$ cat config.mk
export PLATFORM = sky130hd
export DESIGN_NAME = seq_multiplier
export DESIGN_NICKNAME = d
export VERILOG_FILES = /design/src/rtl/seq_multiplier.sv
export SDC_FILE = /design/constraint.sdc
export NUM_CORES = 1
export LEC_CHECK = 0
export BUFFER_PORTS_ARGS = -buffer_cell sky130_fd_sc_hd__buf_2
export CORE_UTILIZATION = 45
export CTS_CLUSTER_DIAMETER = 30
export DETAILED_ROUTE_END_ITERATION = 12
export PLACE_DENSITY = 0.76
export SLEW_MARGIN = 20
export SYNTH_ARGS = -nofsm -noshare
export SYNTH_HDL_FRONTEND = slang
export SYNTH_SLANG_ARGS = --single-unit
$ cat constraint.sdc
create_clock -name clk -period 3.7 [get_ports clk]
set_input_delay 0.185 -clock clk [delete_from_list [all_inputs] [get_ports clk]]
set_output_delay 0.185 -clock clk [all_outputs]
set_load 0.005 [all_outputs]
$ cat src/rtl/seq_multiplier.sv
// Sequential shift-add multiplier: one partial product per clock.
// Ports: clk, rst_n, start, [signed_op if SEQ_MUL_SIGNED_EN], a, b, busy, done, product.
module seq_multiplier #(
  parameter int WIDTH = 8
) (
  input  logic               clk,
  input  logic               rst_n,
  input  logic               start,
`ifdef SEQ_MUL_SIGNED_EN
  input  logic               signed_op,
`endif
  input  logic [WIDTH-1:0]   a,
  input  logic [WIDTH-1:0]   b,
  output logic               busy,
  output logic               done,
  output logic [2*WIDTH-1:0] product
);

  localparam int CW = $clog2(WIDTH) + 1;
  localparam int PW = 2 * WIDTH;

  typedef enum logic [1:0] {
    IDLE,
    RUN,
    FIN
  } state_t;

  state_t          state_q;
  state_t          state_d;
  logic [PW-1:0]   mcand_q;
  logic [WIDTH-1:0] mplier_q;
  logic [PW-1:0]   acc_q;
  logic [CW-1:0]   count_q;
  logic [PW-1:0]   product_q;
  logic [PW-1:0]   sum;
  logic [PW-1:0]   result;
  logic [WIDTH-1:0] mag_a;
  logic [WIDTH-1:0] mag_b;
  logic            accept;
  logic            last;

`ifdef SEQ_MUL_SIGNED_EN
  logic            neg_q;
  logic            neg_d;

  // Run the unsigned core on magnitudes; fix the sign on the way out.
  // A most-negative operand maps to 2^(WIDTH-1), still WIDTH bits.
  always_comb begin
    mag_a = (signed_op && a[WIDTH-1]) ? (~a + 1'b1) : a;
    mag_b = (signed_op && b[WIDTH-1]) ? (~b + 1'b1) : b;
    neg_d = signed_op & (a[WIDTH-1] ^ b[WIDTH-1]);
  end

  assign result = neg_q ? (~sum + 1'b1) : sum;
`else
  assign mag_a  = a;
  assign mag_b  = b;
  assign result = sum;
`endif

  assign accept = start && (state_q != RUN);
  assign last   = (count_q == CW'(WIDTH - 1));
  assign sum    = acc_q + (mplier_q[0] ? mcand_q : '0);

  always_comb begin
    state_d = state_q;
    unique case (state_q)
      IDLE:    if (start) state_d = RUN;
      RUN:     if (last) state_d = FIN;
      FIN:     state_d = start ? RUN : IDLE;
      default: state_d = IDLE;
    endcase
  end

  always_ff @(posedge clk or negedge rst_n) begin
    if (!rst_n) begin
      state_q <= IDLE;
    end else begin
      state_q <= state_d;
    end
  end

  always_ff @(posedge clk or negedge rst_n) begin
    if (!rst_n) begin
      mcand_q   <= '0;
      mplier_q  <= '0;
      acc_q     <= '0;
      count_q   <= '0;
      product_q <= '0;
`ifdef SEQ_MUL_SIGNED_EN
      neg_q     <= 1'b0;
`endif
    end else if (accept) begin
      mcand_q  <= {{WIDTH{1'b0}}, mag_a};
      mplier_q <= mag_b;
      acc_q    <= '0;
      count_q  <= '0;
`ifdef SEQ_MUL_SIGNED_EN
      neg_q    <= neg_d;
`endif
    end else if (state_q == RUN) begin
      acc_q    <= sum;
      mcand_q  <= mcand_q << 1;
      mplier_q <= mplier_q >> 1;
      count_q  <= count_q + 1'b1;
      if (last) begin
        product_q <= result;
      end
    end
  end

  assign busy    = (state_q == RUN);
  assign done    = (state_q == FIN);
  assign product = product_q;

endmodule

---- After elaboration in Yosys (flattened, before gate mapping) ----
Cells that the tools add are included.
cells by class
  add/sub/neg operators ................... 2
  reductions and logical operators ........ 5
  bitwise operators ....................... 1
  mux-type cells .......................... 13
  equality and inequality tests ........... 6
operators by type and width
  operator                                                                 number
  16-bit 2-to-1 mux                                                        5
  16-bit adder                                                             1
  8-bit 2-to-1 mux                                                         2
  4-bit 2-to-1 mux                                                         2
  2-bit case mux with 3 select lines                                       1
  4-bit by 1-bit adder with 4-bit output, second input constant            1
  4-bit by 3-bit == test with 1-bit output, second input constant          1
  2-bit 2-to-1 mux                                                         2
  2-bit by 1-bit inequality test with 1-bit output, second input constant  2
  3-bit AND reduction                                                      1
  2-bit by 1-bit == test with 1-bit output, second input constant          1
  2-bit == test, second input constant                                     1
  2-bit logical NOT                                                        1
  2-bit inequality test, second input constant                             1
  2-bit AND reduction                                                      1
  2-bit nonzero test                                                       1
  1-bit logical AND                                                        1
  1-bit 2-to-1 mux                                                         1
  1-bit NOT                                                                1
word-level totals
  logic and storage cells ................. 33
  flip-flop bits (word level) ............. 62
  bits of input ports ..................... 19

---- Depth between registers and ports, before layout ----
Gate-level depths: netlist of the first run.
  word-level depth ........................ 4
  mapped depth ............................ 10
  gate-level depth less buffers ........... 9

---- Worst setup path before layout of the first run ----
No wires, ideal clock.
  path type ............................... register -> register
  from .................................... reg mplier_q[0]
  to ...................................... reg acc_q[12]
  slack ................................... 1115 ps
  buffers on the path ..................... 1
  cell stages (with the launch flop) ...... 11
  arrival ................................. 2454 ps
  period minus slack after synthesis ...... 2585 ps
  path through ............................ dfrtp_1 > clkbuf_1 > and2_1 > ha_1 > fa_1 > a21o_1 > a221oi_2 > o31ai_2 > o31ai_2 > xor2_1 > o21ai_0
on the way
  cells in the longest elaborated chain, start to end .. 4
RTL lines
  element                 RTL line  text
  from (decl)             31        logic [WIDTH-1:0] mplier_q;
  from (signal assigned)  95        mplier_q <= mag_b;
  from (signal assigned)  104       mplier_q <= mplier_q >> 1;
  16-bit 2-to-1 mux       63        assign sum = acc_q + (mplier_q[0] ? mcand_q : '0);
  16-bit adder            63
  16-bit 2-to-1 mux       101       end else if (state_q == RUN) begin
  16-bit 2-to-1 mux       93        end else if (accept) begin
  to (signal assigned)    102       acc_q <= sum;
  to (decl)               32        logic [PW-1:0] acc_q;
Every way passes these cells. The select of a mux whose other input is x is not followed.
A chain may end at the register's enable or synchronous reset.

---- Final worst setup path of the first run ----
Ends and elaborated chain as after synthesis.

==> flow_metrics.py, run 1 <==
metrics = {
    "die": {
        "rows": 30,
        "chipHeight_um": 87.32,
        "pin_count": 37,
        "start_util_pct": 47.43,
        "core_area_mm2": 0.006907,
        "die_w_um": 87.32,
        "dieArea_mm2": 0.007625,
    },
    "synthesis": {
        "yosys.area.top_type": "dfrtp_1",
        "yosysSeqAreaShare_pct": 47.36,
        "syn_area_per_cell_um2": 9.359,
        "synth_cell_type_count": 42,
        "synthTopCellsByArea": "dfrtp_1 47%, nand2_1 11%, o21ai_0 8.4%",
        "synthFlopType": "dfrtp_1",
        "synth_nets": 386,
        "synth_edf_count": 0,
        "synth_top_family_by_area": "simple AND/OR/NAND/NOR gates",
        "async_flop_share_pct": 100.0,
        "synth_top_area_share_pct": 47.36,
        "syn_inst": 350,
        "yosysWarnings": 0,
        "syn_area_mm2": 0.003276,
        "synth-compound-area-share_pct": 15.39,
        "synthAdderAreaFrac_pct": 6.723,
        "synth.ff_latch_count": 62,
        "synth_xor_area_share_pct": 4.278,
        "synth_mux_area_share_pct": 4.889,
        "yosys.area_share.simple_pct": 18.14,
    },
    "sta": {
        "period_minus_slack_ns": 2.807,
        "slew_violations": 0,
        "finalSetupTns_ns": 0,
        "hold_violations": 0,
        "finClkSkew_ns": 0.006951,
        "setup_viol": 0,
        "clock.fmax_mhz": 356.3,
        "relSlewSlack_pct": 44.98,
        "min_period_over_period_pct": 75.86,
        "rsz0062_at_grt": "false",
        "tightestPinTransition_ns": 0.8202,
    },
    "routing": {
        "viasPerCell": 5.191,
        "first_pass_iters": 4,
        "wl_per_cell_um": 13.45,
        "wl_met1_um": 3295,
        "wl_met2_um": 2800,
        "wl_met3_um": 303,
        "top_layer_used": "met4",
        "drt_iter0_drc": 161,
        "ant_nets": 0,
        "drc_errors": 0,
        "routed_wl_um": 6536,
        "dr_total_vias": 2523,
    },
    "grt": {
        "track_usage_pct": 19.91,
        "grt.overflow.total": 0,
        "first_global_vias": 2482,
        "antenna_found_initial": 0,
        "grt_pass1_wl_um": 11560,
        "grt_max_degree": 68,
    },
    "worst_setup_path": {
        "cp.arrival_ns": 3.00,
        "crit_path_end_kind": "flop",
        "worstPathMaxFanout": 17,
        "critical_path_class": "reg -> reg",
        "critPathRequiredTime_ns": 3.90,
        "critical_path.startpoint_type": "flop",
    },
    "clocking": {
        "holdBufCountCts": 1,
        "tritoncts": "yes",
        "numCtsBuffers": 9,
        "cts_buffer_depth": 2,
        "cts.sinks": 62,
        "cts_setup_buffers": 0,
        "htree_levels": 3,
        "cts-resized-gates": 0,
        "clkSlewWorstSetupHoldPaths_ns": 0.07,
        "clk-insertion-delay-late_ns": 0.34,
        "cts_root_buffer": "clkbuf_8",
    },
    "cells_and_area": {
        "n_antenna_cell": 0,
        "finalCoreUtilization_pct": 54.28,
        "finish.instance_area_mm2": 0.003749,
        "synthToLayoutAreaGrowth_pct": 14.44,
        "drive_above_1_share_pct": 16.15,
        "nets": 421,
    },
    "placed_design": {
        "io_buffers": 36,
        "gp_congestion": 0.9370,
        "dp_hpwl_um": 4686,
        "placed_area_mm2": 0.003505,
    },
    "flow_run": {
        "maxCapViolCount": 0,
    },
    "hold_path": {
        "hp-class": "in -> reg",
    },
    "status": {
        "status": "finished clean",
    },
    "power_and_ir_drop": {
        "power_density_mw_per_mm2": 737.5,
        "p_leak_uw": 0.001825,
        "vdd_ir_drop_max_v": 0.0003221,
    },
}
## critical path: stages (launching register included)
cell and delay, ns:
dfrtp_1 0.52, and2_1 0.21, ha_1 0.22, fa_1 0.42, a21o_1 0.22, a221oi_2 0.41, o31ai_2 0.18, o31ai_2 0.22
xor2_1 0.19, o21ai_0 0.09
## flip-flops by register name, indices dropped and copies added, names as in the netlist
| signal | count |
|---|---|
| acc_q | 16 |
| count_q | 4 |
| mcand_q | 16 |
| mplier_q | 8 |
| product | 16 |
| state_q | 2 |
## stage by stage
stage / hold slack, ns / cells / power [uW] / setup slack, ns
3_3_place_gp: 0.2249 / 469 / 2042 / 0.9984
2_1_floorplan: -0.1106 / 350 / 1801 / 1.115
5_1_grt: 0.1140 / 486 / 2998 / 0.6955
4_1_cts: 0.07634 / 486 / 2786 / 0.8745
6_report: 0.08376 / 486 / 2765 / 0.8931
3_5_place_dp: 0.2362 / 469 / 2093 / 0.8839
## report_power, final
part           total (uW)  switching, uW  internal, uW
clock                 687            253           434
combinational         954            584           370
sequential           1120            178           945
total                2760           1020          1750
## logic make-up after synthesis
kind of cell | Yosys count
simple gates | 136
compound gates | 84
flops | 62
buf+inv | 19
fa+ha+maj | 17
xor+xnor | 16
mux | 16
## routing by layer
layer  track usage, %  vias to the layer above
met5                0                        -
met4            8.644                        0
met3            4.645                       14
met2            29.76                       66
met1            27.62                     1170
li1                 -                     1273
## path summary, 6_finish.rpt
| kind | slack, ns | cells after the start | endpoint | start |
|---|---|---|---|---|
| max | 0.89 | 9 | acc_q[12]$_DFFE_PN0P_ | mplier_q[0]$_DFFE_PN0P_ |
| min | 0.08 | 3 | mplier_q[7]$_DFFE_PN0P_ | b[7] |
| max reg2reg | 0.89 | 9 | acc_q[12]$_DFFE_PN0P_ | mplier_q[0]$_DFFE_PN0P_ |
| min reg2reg | 0.47 | 2 | product[8]$_DFFE_PN0P_ | product[8]$_DFFE_PN0P_ |
| max in group asynchronous | 2.42 | 3 | mplier_q[0]$_DFFE_PN0P_ | rst_n |
| min in group asynchronous | 0.39 | 2 | product[11]$_DFFE_PN0P_ | rst_n |
## Yosys cell counts, types with 2 or more instances
cell type and instances:
buf_6 2, o21ai_0 55, nor2_1 7, ha_1 16
mux2i_1 16, a21oi_1 10, o211ai_1 2, nand3_1 10
a21o_1 3, xor2_1 8, clkbuf_1 8, and2_1 17
a41oi_1 2, nand2_1 94, dfrtp_1 62, buf_1 2
clkinv_1 2, xnor2_1 8, o31ai_2 2, buf_2 2
## layout by cell type (no fill, tap or decap), types with 3 or more instances in the layout
cell / count
mux2i_1: 16
dfrtp_1: 62
buf_4: 3
buf_2: 36
clkbuf_8: 12
and2_1: 17
a21oi_1: 10
xor2_1: 8
o21ai_0: 55
nand2_1: 94
a21o_1: 3
xnor2_1: 8
nand3_1: 10
nor2_1: 7
ha_1: 16
## area by class of cell
cell class / count / area [um^2]
repair buffers: 40 / 212.7
well taps: 96 / 120.1
multi-input cells: 269 / 1619
fillers: 667 / 3158
clock buffers: 13 / 168.9
clock inverters: 3 / 65.06
flip-flops and latches: 62 / 1551
inverters: 3 / 11.26
Power figures use the tool's default switching activity.
==> run 2: changes to the inputs <==
--- a/config.mk
+++ b/config.mk
@@ -9,7 +9,7 @@
 export CORE_UTILIZATION = 45
 export CTS_CLUSTER_DIAMETER = 30
 export DETAILED_ROUTE_END_ITERATION = 12
-export PLACE_DENSITY = 0.76
+export PLACE_DENSITY = 0.78
 export SLEW_MARGIN = 20
 export SYNTH_ARGS = -nofsm -noshare
 export SYNTH_HDL_FRONTEND = slang
==> constraint.sdc (replaced) <==
create_clock -name clk -period 2.4 [get_ports clk]
set_input_delay 0.12 -clock clk [delete_from_list [all_inputs] [get_ports clk]]
set_output_delay 0.12 -clock clk [all_outputs]
set_load 0.005 [all_outputs]
==> run 2 against run 1 <==
Via count rose by 1.6%. Fmax up 19%. Non-clock buffer count rose by 8. Clock-buffer cell count down 4. Utilization up 1.8 points. Critical path type unchanged.
==> flow_metrics.py, run 2 (same netlist as run 1, synthesis figures left out) <==
metrics = {
    "grt": {
        "grt.overflow.total": 0,
        "grt_pass1_wl_um": 11520,
        "antenna_found_initial": 0,
        "track_usage_pct": 19.91,
        "grt_max_degree": 66,
        "first_global_vias": 2436,
    },
    "cells_and_area": {
        "multiInputGateArea_mm2": 0.001697,
        "drive_above_1_share_pct": 20.60,
        "mostFrequentLayoutCells": "94 x nand2_1, 62 x dfrtp_1, 50 x o21ai_0",
        "nets": 429,
        "seqCellArea_mm2": 0.001551,
        "fillCellCount": 642,
        "n_antenna_cell": 0,
        "synthToLayoutAreaGrowth_pct": 18.33,
        "finalCoreUtilization_pct": 56.12,
        "layout_commonest_cell": "nand2_1",
    },
    "power_and_ir_drop": {
        "p_int_uw": 2588,
        "combPwrFrac_pct": 37.9,
        "p_leak_uw": 0.001879,
        "p_seq_share_pct": 40.5,
        "p_sw_share_pct": 38.96,
        "vdd_ir_drop_max_v": 0.0004640,
        "p_switching_uw": 1652,
        "power_density_mw_per_mm2": 1094,
        "clockPowerShare_pct": 21.6,
    },
    "worst_setup_path": {
        "crit_path_end_kind": "flop",
        "path_cells": "and2_4 > ha_4 > fa_2 > a21o_1 > a221oi_4 > o31ai_2 > o31ai_2 > xor2_1 > o21ai_0",
        "crit_top_cell": "o31ai_2",
        "cp.arrival_ns": 2.58,
        "crit_start": "mplier_q[0]$_DFFE_PN0P_",
        "critPathRequiredTime_ns": 2.63,
        "critical_path_class": "reg -> reg",
        "worstReg2RegStart": "mplier_q[0]$_DFFE_PN0P_",
        "worstPathMaxFanout": 7,
        "r2r_cells": 9,
        "critPathSlowestCell": "dfrtp_1",
        "critical_path.startpoint_type": "flop",
        "slowest_delay_ns": 0.43,
    },
    "routing": {
        "routed_wl_um": 6752,
        "first_pass_iters": 5,
        "wl_per_cell_um": 13.67,
        "dr_total_vias": 2564,
        "drc_errors": 0,
        "ant_nets": 0,
        "viasPerCell": 5.190,
        "drt_iter0_drc": 132,
    },
    "clocking": {
        "numCtsBuffers": 9,
        "clk-insertion-delay-late_ns": 0.35,
        "clkSlewWorstSetupHoldPaths_ns": 0.08,
        "cts_root_buffer": "clkbuf_8",
        "cts_buffer_depth": 2,
        "cts.sinks": 62,
        "tritoncts": "yes",
        "htree_levels": 3,
    },
    "status": {
        "status": "finished clean",
    },
    "placed_design": {
        "pre_cts_ws_ns": -0.01057,
        "gp_congestion": 0.9127,
        "dp_hpwl_um": 4796,
        "io_buffers": 36,
    },
    "sta": {
        "tightestPinTransition_ns": 0.8258,
        "finClkSkew_ns": 0.008787,
        "clock.fmax_mhz": 425.3,
        "hold_ws_ns": 0.01316,
        "hold_violations": 0,
        "period_minus_slack_ns": 2.351,
        "slew_violations": 0,
        "min_period_over_period_pct": 97.97,
        "setup_ws_ns": 0.04863,
        "setup_viol": 0,
        "rsz0062_at_grt": "true",
        "relSlewSlack_pct": 44.61,
    },
    "die": {
        "chipHeight_um": 87.32,
        "rows": 30,
        "dieArea_mm2": 0.007625,
        "pin_count": 37,
        "core_area_mm2": 0.006907,
        "die_w_um": 87.32,
        "start_util_pct": 47.43,
    },
    "hold_path": {
        "holdPathStages": 3,
        "worstHoldStart": "a[0]",
        "hp-class": "in -> reg",
    },
    "flow_run": {
        "maxCapViolCount": 0,
    },
}
==> run 2: what timing repair did <==
item,CTS,global route
setup endpoints to repair,2,11
resized for setup,0,16
setup buffers,1,2
gates cloned,0,0
pin swaps,1,6
hold buffers,1,0
endpoints found under the hold margin,28,0
==> run 2: final cells by class <==
| type | instances | area share (%) |
|---|---|---|
| repair buffers | 48 | 7.682 |
| inverters | 3 | 0.2905 |
| flip-flops and latches | 62 | 40.03 |
| clock inverters | 7 | 1.937 |
| well taps | 96 | 3.099 |
| clock buffers | 9 | 3.196 |
| multi-input cells | 269 | 43.77 |
==> run 2: critical path, delay by kind of cell (launching register included) <==
| family | cells | cell delay [ns] |
|---|---|---|
| compound gates | 5 | 0.94 |
| fa+ha+maj | 2 | 0.49 |
| xor+xnor | 1 | 0.19 |
| flops | 1 | 0.43 |
| simple gates | 1 | 0.16 |
==> run 2: stage by stage <==
stage	cell area (um^2)	setup TNS [ns]	std cells	total power, uW
after global routing	3876	-0.3327	494	4596
final	3876	0	494	4239
after floorplan	3293	0	350	2788
after CTS	3800	-0.004590	492	4221
after global placement	3583	0	474	3225
after detailed placement	3583	-0.01179	474	3297
==> run 2: final timing paths <==
| check | endpoint | slack, ns |
|---|---|---|
| max in group asynchronous | product[12]$_DFFE_PN0P_ | 1.47 |
| setup / recovery | product[12]$_DFFE_PN0P_ | 0.05 |
| min in group asynchronous | mplier_q[4]$_DFFE_PN0P_ | 0.32 |
| hold reg to reg | product[4]$_DFFE_PN0P_ | 0.47 |
| setup reg to reg | product[12]$_DFFE_PN0P_ | 0.05 |
| hold / removal | mcand_q[0]$_DFFE_PN0P_ | 0.01 |
==> run 2: layer usage <==
metal  part of all wire [%]  vias to the layer above  GRT usage, %
met1                     49                     1210         27.42
met4                    1.5                        0         8.048
met3                    3.9                       11         4.929
met2                     45                       58         30.04
li1                       -                     1285             -
met5                      0                        -             0
==> run 2: power groups by stage <==
stage                     logic, uW  clock network [uW]  registers, uW
after detailed placement       1560                   0           1730
after global routing           1840                 985           1770
after floorplan                1100                   0           1680
final                          1610                 916           1720
after global placement         1510                   0           1710
after CTS                      1570                 934           1720
==> run 3: changes to the inputs <==
--- a/config.mk
+++ b/config.mk
@@ -5,11 +5,11 @@
 export SDC_FILE = /design/constraint.sdc
 export NUM_CORES = 1
 export LEC_CHECK = 0
-export BUFFER_PORTS_ARGS = -buffer_cell sky130_fd_sc_hd__buf_2
-export CORE_UTILIZATION = 45
+export CORE_UTILIZATION = 40
 export CTS_CLUSTER_DIAMETER = 30
 export DETAILED_ROUTE_END_ITERATION = 12
-export PLACE_DENSITY = 0.78
+export DONT_BUFFER_PORTS = 1
+export PLACE_DENSITY = 0.68
 export SLEW_MARGIN = 20
 export SYNTH_ARGS = -nofsm -noshare
 export SYNTH_HDL_FRONTEND = slang
==> run 3 against run 2 <==
Sequential power up 2%. Via count decreased by 0.35%. Clock power grew 11%. Combinational power is essentially flat. Register-to-register slack hardly changed. Non-clock buffer count is 4 lower. Global-route usage fell by 1.1 points. Die area rose by 12%. Critical endpoint is now acc_q[12]$_DFFE_PN0P_. Largest power group unchanged. Highest routed layer unchanged.
==> flow_metrics.py, run 3 (same netlist as run 1, synthesis figures left out) <==
metrics = {
    "status": {
        "status": "finished clean",
    },
    "worst_setup_path": {
        "cp.arrival_ns": 2.59,
        "critical_path.startpoint_type": "flop",
        "critical_path_class": "reg -> reg",
        "path_buf_inv": 0,
        "critPathRequiredTime_ns": 2.63,
        "slowest_delay_ns": 0.42,
        "worstPathMaxFanout": 6,
        "crit_path_end_kind": "flop",
        "path_cells": "and2_4 > ha_4 > fa_2 > a21o_1 > a221oi_4 > o31ai_4 > o31ai_2 > xor2_1 > o21ai_1",
        "critPathSlowestCell": "dfrtp_1",
        "path_delay_family": "compound AO/OA/AOI/OAI gates",
    },
    "grt": {
        "grtUsageMet3_pct": 5.337,
        "grt.met2_usage_pct": 29.63,
        "grt.overflow.total": 0,
        "first_global_vias": 2539,
        "met1_usage_pct": 24.75,
        "track_usage_pct": 18.77,
        "busiest_layer": "met2",
        "grt_pass1_wl_um": 12480,
        "antenna_found_initial": 0,
        "grt_max_degree": 69,
    },
    "routing": {
        "ant_nets": 0,
        "routed_wl_um": 7241,
        "viasPerCell": 5.151,
        "dr_total_vias": 2555,
        "first_pass_iters": 4,
        "drc_errors": 0,
        "wl_per_cell_um": 14.60,
        "drt_iter0_drc": 109,
    },
    "clocking": {
        "clkSlewWorstSetupHoldPaths_ns": 0.08,
        "numCtsBuffers": 9,
        "htree_levels": 3,
        "tritoncts": "yes",
        "cts.sinks": 62,
        "cts_buffer_depth": 2,
        "clk-insertion-delay-late_ns": 0.35,
        "cts_root_buffer": "clkbuf_8",
    },
    "cells_and_area": {
        "mostFrequentLayoutCells": "94 x nand2_1, 62 x dfrtp_1, 47 x o21ai_0",
        "synthToLayoutAreaGrowth_pct": 23.80,
        "layout_commonest_cell": "nand2_1",
        "drive_above_1_share_pct": 12.94,
        "n_antenna_cell": 0,
        "nets": 425,
    },
    "placed_design": {
        "dp_hpwl_um": 4877,
        "io_buffers": 0,
        "gp_congestion": 0.8959,
        "pre_cts_ws_ns": 0.02991,
    },
    "sta": {
        "finClkSkew_ns": 0.01062,
        "rsz0062_at_grt": "true",
        "hold_violations": 0,
        "finalSetupTns_ns": 0,
        "clock.fmax_mhz": 423.4,
        "min_period_over_period_pct": 98.42,
        "setup_viol": 0,
        "setup_ws_ns": 0.03796,
        "slew_violations": 0,
        "period_minus_slack_ns": 2.362,
        "tightestPinTransition_ns": 0.5072,
        "relSlewSlack_pct": 65.98,
    },
    "die": {
        "pin_count": 37,
        "die_w_um": 92.50,
        "rows": 32,
        "core_area_mm2": 0.007807,
        "start_util_pct": 41.96,
        "dieArea_mm2": 0.008555,
        "chipHeight_um": 92.50,
    },
    "flow_run": {
        "maxCapViolCount": 0,
    },
    "power_and_ir_drop": {
        "p_leak_uw": 0.001826,
        "p_total_uw": 4382,
        "power_density_mw_per_mm2": 1081,
        "vdd_ir_drop_max_v": 0.0006349,
    },
    "hold_path": {
        "hp-class": "in -> reg",
    },
}
[run 3: cell count changes in the layout (fill, tap and decap cells not counted), sizes merged]
cell	change
buf	-35
dlygate4sd3	+31
bufinv	+1
clkinv	-1
clkinvlp	-1
inv	+1
[run 3: metrics by stage]
step	instances	cell area, um^2	hold slack [ns]	util [%]
after floorplan	350	3293	-0.1756	-
after global placement	442	3383	-0.1741	43.33
after detailed placement	442	3383	-0.1743	43.33
after CTS	491	3953	0.04360	50.63
after global routing	496	4055	0.04429	51.94
final	496	4055	0.03781	51.94
[run 3: per-layer routing]
layer  share of wire (%)  routed length, um
met1                  47               3425
met3                 3.9                285
met2                  47               3434
met5                   0                  0
met4                 1.3                 95
[run 3: worst paths after layout]
path	depth (start not counted)	from	to	slack (ns)
worst max-delay path	9	mplier_q[0]$_DFFE_PN0P_	acc_q[12]$_DFFE_PN0P_	0.04
worst min-delay path	2	b[0]	mplier_q[0]$_DFFE_PN0P_	0.04
worst max register to register	9	mplier_q[0]$_DFFE_PN0P_	acc_q[12]$_DFFE_PN0P_	0.04
worst min register to register	2	mplier_q[7]$_DFFE_PN0P_	mplier_q[6]$_DFFE_PN0P_	0.50
max in group asynchronous	2	rst_n	product[2]$_DFFE_PN0P_	1.83
min in group asynchronous	2	rst_n	mcand_q[2]$_DFFE_PN0P_	0.28
[run 3: timing repair]
action                                 4_1_cts  5_1_grt
buffers inserted                             0        5
endpoints found under the hold margin       78        0
hold buffers                                33        0
gates resized for setup                      0       22
setup endpoints to repair                    0       12
[run 3: final cells by class]
| cell class | count | area, um^2 |
|---|---|---|
| clock buffers | 9 | 123.9 |
| multi-input cells | 269 | 1700 |
| flip-flops and latches | 62 | 1551 |
| fillers | 732 | 3752 |
| repair buffers | 44 | 442.9 |
| inverters | 3 | 11.26 |
| well taps | 102 | 127.6 |
| clock inverters | 7 | 97.59 |
[run 3: report_power, final]
group / total (uW) / leakage, uW / internal (uW) / switching [uW]
combinational: 1590 / 0.000911 / 666 / 928
clock: 1020 / 0.000106 / 587 / 437
sequential: 1760 / 0.000808 / 1460 / 306
total: 4380 / 0.00183 / 2710 / 1670
